==> src/rtl/unstacker.sv <==
// unstacker: serializes 128-bit read phrases into four 32-bit pixel words.
// The least-significant word is sent first. This is the read-side
// counterpart of the 32->128 stacker. It sits between the MIG read FIFO
// and the pixel consumer.
//
// A two-slot buffer holds the chunk being emitted (cur) and one waiting
// chunk (nxt). This keeps one output word per cycle across chunk
// boundaries.
//
// Ports:
//   clk_in        : single clock, posedge
//   rst_in        : synchronous active-high reset
//   chunk_tvalid  : input chunk valid
//   chunk_tready  : unstacker can accept a chunk (registered state only)
//   chunk_tdata   : 128-bit chunk, bits [31:0] emitted first
//   chunk_tlast   : chunk ends a frame/burst
//   pixel_tvalid  : output word valid
//   pixel_tready  : downstream accepts the word
//   pixel_tdata   : 32-bit output word
//   pixel_tlast   : last word of a chunk that carried chunk_tlast
module unstacker (
  input  logic         clk_in,
  input  logic         rst_in,
  input  logic         chunk_tvalid,
  output logic         chunk_tready,
  input  logic [127:0] chunk_tdata,
  input  logic         chunk_tlast,
  output logic         pixel_tvalid,
  input  logic         pixel_tready,
  output logic [31:0]  pixel_tdata,
  output logic         pixel_tlast
);

  localparam int CHUNK_W = 128;
  localparam int WORD_W  = 32;

  logic [CHUNK_W-1:0] cur_data_q, cur_data_d;
  logic               cur_tlast_q, cur_tlast_d;
  logic               cur_valid_q, cur_valid_d;
  logic [1:0]         cur_idx_q, cur_idx_d;
  logic [CHUNK_W-1:0] nxt_data_q, nxt_data_d;
  logic               nxt_tlast_q, nxt_tlast_d;
  logic               nxt_valid_q, nxt_valid_d;

  logic accept_in;
  logic accept_out;
  logic cur_done;

  // Ready depends only on the nxt slot.
  // It never looks at pixel_tready, so it adds no combinational path
  // through the block.
  assign chunk_tready = !nxt_valid_q && !rst_in;
  assign pixel_tvalid = cur_valid_q;
  assign pixel_tdata  = cur_data_q[{cur_idx_q, 5'd0} +: WORD_W];
  assign pixel_tlast  = cur_valid_q && cur_tlast_q && (cur_idx_q == 2'd3);

  assign accept_in  = chunk_tvalid && chunk_tready;
  assign accept_out = pixel_tvalid && pixel_tready;
  assign cur_done   = accept_out && (cur_idx_q == 2'd3);

  always_comb begin
    cur_data_d  = cur_data_q;
    cur_tlast_d = cur_tlast_q;
    cur_valid_d = cur_valid_q;
    cur_idx_d   = cur_idx_q;
    nxt_data_d  = nxt_data_q;
    nxt_tlast_d = nxt_tlast_q;
    nxt_valid_d = nxt_valid_q;

    if (cur_done) begin
      if (nxt_valid_q) begin
        cur_data_d  = nxt_data_q;
        cur_tlast_d = nxt_tlast_q;
        cur_valid_d = 1'b1;
        cur_idx_d   = 2'd0;
        nxt_valid_d = accept_in;
        // Unreachable while ready is gated by nxt_valid.
        // It is kept so that no chunk can ever be dropped.
        if (accept_in) begin
          nxt_data_d  = chunk_tdata;
          nxt_tlast_d = chunk_tlast;
        end
      end else if (accept_in) begin
        // Bypass nxt so there is no bubble between chunks.
        cur_data_d  = chunk_tdata;
        cur_tlast_d = chunk_tlast;
        cur_valid_d = 1'b1;
        cur_idx_d   = 2'd0;
      end else begin
        cur_valid_d = 1'b0;
        cur_idx_d   = 2'd0;
      end
    end else begin
      if (accept_out) begin
        cur_idx_d = cur_idx_q + 2'd1;
      end
      if (accept_in) begin
        if (!cur_valid_q) begin
          cur_data_d  = chunk_tdata;
          cur_tlast_d = chunk_tlast;
          cur_valid_d = 1'b1;
          cur_idx_d   = 2'd0;
        end else begin
          nxt_data_d  = chunk_tdata;
          nxt_tlast_d = chunk_tlast;
          nxt_valid_d = 1'b1;
        end
      end
    end
  end

  // Data is cleared on reset too, so pixel_tdata reads zero afterwards.
  always_ff @(posedge clk_in) begin
    if (rst_in) begin
      cur_data_q  <= '0;
      cur_tlast_q <= 1'b0;
      cur_valid_q <= 1'b0;
      cur_idx_q   <= 2'd0;
      nxt_data_q  <= '0;
      nxt_tlast_q <= 1'b0;
      nxt_valid_q <= 1'b0;
    end else begin
      cur_data_q  <= cur_data_d;
      cur_tlast_q <= cur_tlast_d;
      cur_valid_q <= cur_valid_d;
      cur_idx_q   <= cur_idx_d;
      nxt_data_q  <= nxt_data_d;
      nxt_tlast_q <= nxt_tlast_d;
      nxt_valid_q <= nxt_valid_d;
    end
  end

endmodule

==> config.mk <==
export PLATFORM = sky130hd
export DESIGN_NAME = unstacker
export DESIGN_NICKNAME = d
export VERILOG_FILES = /design/src/rtl/unstacker.sv
export SDC_FILE = /design/constraint.sdc
export NUM_CORES = 1
export LEC_CHECK = 0
export ABC_AREA = 0
export CAP_MARGIN = 30
export CORE_MARGIN = 3
export CORE_UTILIZATION = 45
export DETAILED_ROUTE_END_ITERATION = 12
export PLACE_DENSITY = 0.69
export SYNTH_ARGS = -nofsm -noshare
export SYNTH_HDL_FRONTEND = slang
export SYNTH_SLANG_ARGS = --single-unit
==> constraint.sdc <==
create_clock -name clk_in -period 1.61 [get_ports clk_in]
set_input_delay 0.322 -clock clk_in [delete_from_list [all_inputs] [get_ports clk_in]]
set_output_delay 0.322 -clock clk_in [all_outputs]
set_load 0.05 [all_outputs]
Word-level counts from Yosys, hierarchy flattened
Cells that the tools add are included.
{"block": "op_classes", "shift": 1, "addsub": 1, "muxes": 29, "n_eq_ne": 3, "reduce_logical": 15}
{"cell": "two-way mux 128 bit", "count": 9}
{"cell": "indexed part select 128 x 8 -> 32 bit", "count": 1}
{"cell": "two-way mux 1 bit", "count": 17}
{"cell": "logical AND 1 bit", "count": 6}
{"cell": "two-way mux 2 bit", "count": 3}
{"cell": "AND reduction 3 bit", "count": 2}
{"cell": "nonzero test 2 bit", "count": 3}
{"cell": "adder 2 x 1 -> 2 bit (second input constant)", "count": 1}
{"cell": "equality test 2 bit (second input constant)", "count": 1}
{"cell": "logical NOT 1 bit", "count": 2}
{"cell": "inequality test 2 x 1 -> 1 bit (second input constant)", "count": 1}
{"cell": "inequality test 2 bit (second input constant)", "count": 1}
{"cell": "AND reduction 2 bit", "count": 1}
{"cell": "OR reduction 2 bit", "count": 1}
{"block": "word_totals", "ff_bits": 262, "out_inout_bits": 35}

Logic depth before layout (Yosys ltp)
{"block": "logic_depth", "word_depth": 6, "depth_mapped": 7, "depth_no_buf": 4}

Least setup slack after synthesis
OpenSTA, ideal clock, no wires.
{"block": "synth_timing", "path_type": "reg-to-output", "startpoint": "reg cur_idx_q[0]", "endpoint": "out pixel_tdata[10]", "stages_incl_launch_ff": 4, "required_ps": 1288, "n_path_buf": 2, "path_slack_ps": -310, "arrival_time_ps": 1598, "cell_sequence": "dfxtp_1 -> clkbuf_1 -> buf_2 -> mux4_2"}
{"block": "synth_between", "elab_chain_len": 1}
{"element": "start, declared", "line_no": "40", "text": "logic [1:0] cur_idx_q, cur_idx_d;"}
{"element": "start signal, assigned", "line_no": "126", "text": "cur_idx_q <= cur_idx_d;"}
{"element": "indexed part select 128 x 8 -> 32 bit", "line_no": "54", "text": "assign pixel_tdata = cur_data_q[{cur_idx_q, 5'd0} +: WORD_W];"}
{"element": "end, declared", "line_no": "30", "text": "output logic [31:0] pixel_tdata,"}
No other way between the ends.

Final worst setup path
{"block": "layout_timing", "startpoint": "reg cur_idx_q[0]", "endpoint": "out pixel_tdata[26]"}
The elaborated chain is that of the path after synthesis.

==> results.ini <==
[status]
status = finished with violations
violations = setup timing

[worst_setup_path]
cp_top_family = multiplexers
cp.required_ns = 1.29
cp-end-kind = output pin
critPathLaunchType = register
rrSetupSlack_ns = -0.31
path_cells = buf_12 > mux4_2 > buf_12
path_common_cell = buf_12
arrival_ns = 1.98
cp_max_fo = 9
slowest_stage = mux4_2
rr_startpoint = cur_idx_q[0]
timing.rr.end = cur_data_q[76]
slowest_delay_ns = 0.60
critical_path_buf_inv_count = 2
reg2regPathDepth = 6
worst-setup-path-type = reg2out

[sta]
holdWs_ns = 0.282
finClkSkew_ns = 0.0150
slew_viol_final = 0
setup_ws_ns = -0.692
slew_headroom_pct = 57.7
setup-violations-final = 284
layout_min_cycle_time_ns = 2.30
worst_slew_pin_slew_ns = 0.635
min_period_over_period_pct = 143
tns_ns = -59.03
fmax_ghz = 0.434
hold_viol_final = 0
rsz0062_at_grt = true

[route]
drtAntennaViolNets = 0
vias_per_cell = 6.47
routedWlPerCell_um = 23.8
remaining_drc_errors = 0
initialDrtViolationCount = 1271
vias = 12400
dr.pass1.iters = 5
drt-total-wl_um = 45500

[flow_run]
maxCapViolCount = 0

[place]
hpwl_um = 31100
gp_congestion = 0.916
placed_area_sq_um = 16300
dp_slack_ns = -0.488
io_buffers = 167

[final_layout]
register_area_sq_um = 5260
syn_to_final_growth_pct = 31.7
layout-drive-gt1-share_pct = 21.9
final_common_cell = dfxtp_1
antennaDiodeCount = 0
fin_area_sq_um = 17500
fill_cells = 2382
nets = 1644
layout_common_cells = dfxtp_1 (259), nor3_1 (258), a21oi_1 (132), clkdlybuf4s50_1 (131)
multi_input_area_sq_um = 7380

[synthesis]
synthCells = 1402
synth_fp_nets = 1536
synth.distinct_cells = 28
synth.avg_cell_area_sq_um = 9.47
ys_seq_area_share_pct = 39.5
synthesis.area_sq_um = 13300
yosysWarnings = 0
ys_ff_latch = 262

[worst_hold_path]
min_path_type = in2reg
hold_depth = 3
hold_end = nxt_tlast_q
holdCritStartpoint = rst_in

[clock_network]
clk_pin_slew_ns = 0.06
cts_tree = done
clock-sinks = 262
htreeDepth = 1
numCtsBuffers = 28
postCtsHoldBufs = 0
clk_latency_ns = 0.55
cts_root_buf = clkbuf_16
clk_path_buf_depth = 3

[floorplanning]
core-area_sq_um = 28900
die_x_um = 178
io_pins = 168
start_util_pct = 46.0
die_area_sq_um = 31600
rows = 62
dieHeight_um = 178

[global_route]
grt_use_total_pct = 27.5
antenna_found_initial = 1
grt_overflow = 0
grt_max_degree = 106
grt_pass1_vias = 11900
grt_pass1_wl_um = 68200

[power_and_ir_drop]
p_int_uw = 12900
p_sw_uw = 5090
sw_frac_of_total_pct = 28.3
clkPwrFrac_pct = 39.4
vdd_drop_max_uv = 730
combPwrFrac_pct = 19.9
seqPwrFrac_pct = 40.7
p_leak_uw = 0.00661
p_per_area_nw_per_um2 = 1030

-- tightest hold or removal path, cell delays in order --
cell and delay (ns):
buf_8 0.12, buf_12 0.21, a21oi_1 0.14
-- cell usage after synthesis --
cell type  instances  area (sq um)
a21oi_1          132           661
a31oi_1            1          6.26
buf_2             48           240
mux4_2            32           721
and2_1             1          6.26
nor2b_1            1          6.26
ha_1               1          12.5
a2111oi_2        110          1650
buf_6              2          22.5
clkbuf_1         110           413
o22a_1             1          8.76
o21ai_1            1          5.00
nor2_1             3          11.3
mux2i_1          129          1290
nor3_1           259          1300
a2111oi_0         19           166
nand3_1          130           651
o21ai_0          130           651
nand2b_1           1          6.26
xor2_1             1          8.76
nand4bb_1          1          11.3
dfxtp_1          262          5250
nand4_2            1          12.5
and3_1             2          12.5
nand2_1            3          11.3
buf_4             15           113
and4bb_2           1          12.5
buf_1              5          18.8
-- per-layer routing --
layer,wire length (um),track usage [%],vias up
li1,-,-,5618
met1,18400,36.6,6099
met2,21200,43.7,592
met3,4020,5.84,93
met4,1870,10.6,2
met5,12,0,-
-- worst max path at each step --
stage / startpoint / endpoint / slack, ns / cells after the start
2_1_floorplan: cur_idx_q[1] / cur_data_q[101] / -0.06 / 7
3_3_place_gp: pixel_tready / cur_data_q[63] / -0.47 / 5
3_5_place_dp: pixel_tready / cur_data_q[72] / -0.49 / 5
4_1_cts: cur_idx_q[0] / pixel_tdata[26] / -0.67 / 3
5_1_grt: cur_idx_q[0] / pixel_tdata[22] / -0.70 / 3
6_report: cur_idx_q[0] / pixel_tdata[26] / -0.69 / 3
-- final cells by class --
| cell class | instances | share of cell area [%] |
|---|---|---|
| Sequential cell | 262 | 30.1 |
| Multi-Input combinational cell | 960 | 42.2 |
| Clock inverter | 12 | 1.09 |
| Clock buffer | 40 | 4.74 |
| Timing Repair Buffer | 258 | 19.1 |
| Tap cell | 384 | 2.75 |
-- power groups by stage --
stage,combinational (uW),sequential [uW],clock [uW]
floorplan,2130,7200,0
global route,3790,7330,7380
CTS,3520,7290,7140
finish,3570,7320,7090
detailed placement,3460,7420,0
global placement,3400,7410,0
-- metrics by stage --
step,total power (uW),cells,util [%]
6_report,18000,1916,60.6
5_1_grt,18500,1916,60.6
4_1_cts,17900,1914,60.2
3_5_place_dp,10900,1858,56.3
3_3_place_gp,10800,1858,56.3
2_1_floorplan,9330,1402,-
-- logic make-up after synthesis --
family          share of synthesized area, %
fa+ha+maj                             0.0943
flops                                   39.5
simple gates                            15.3
buf+inv                                 6.08
mux                                     15.2
xor+xnor                              0.0660
compound gates                          23.7
-- what timing repair did --
action,in CTS,in global routing
pin swaps,12,0
gates cloned,1,2
setup buffers,3,0
endpoints found under the setup margin,164,284
gates resized for setup,18,15
-- sequential cells by signal, indices dropped and copies added, names as in the netlist --
name,flops
cur_tlast_q,1
pixel_tvalid,1
cur_data_q,128
nxt_data_q,128
cur_idx_q,2
nxt_tlast_q,1
nxt_valid_q,1
No activity file was read; power rests on OpenSTA's default activity.
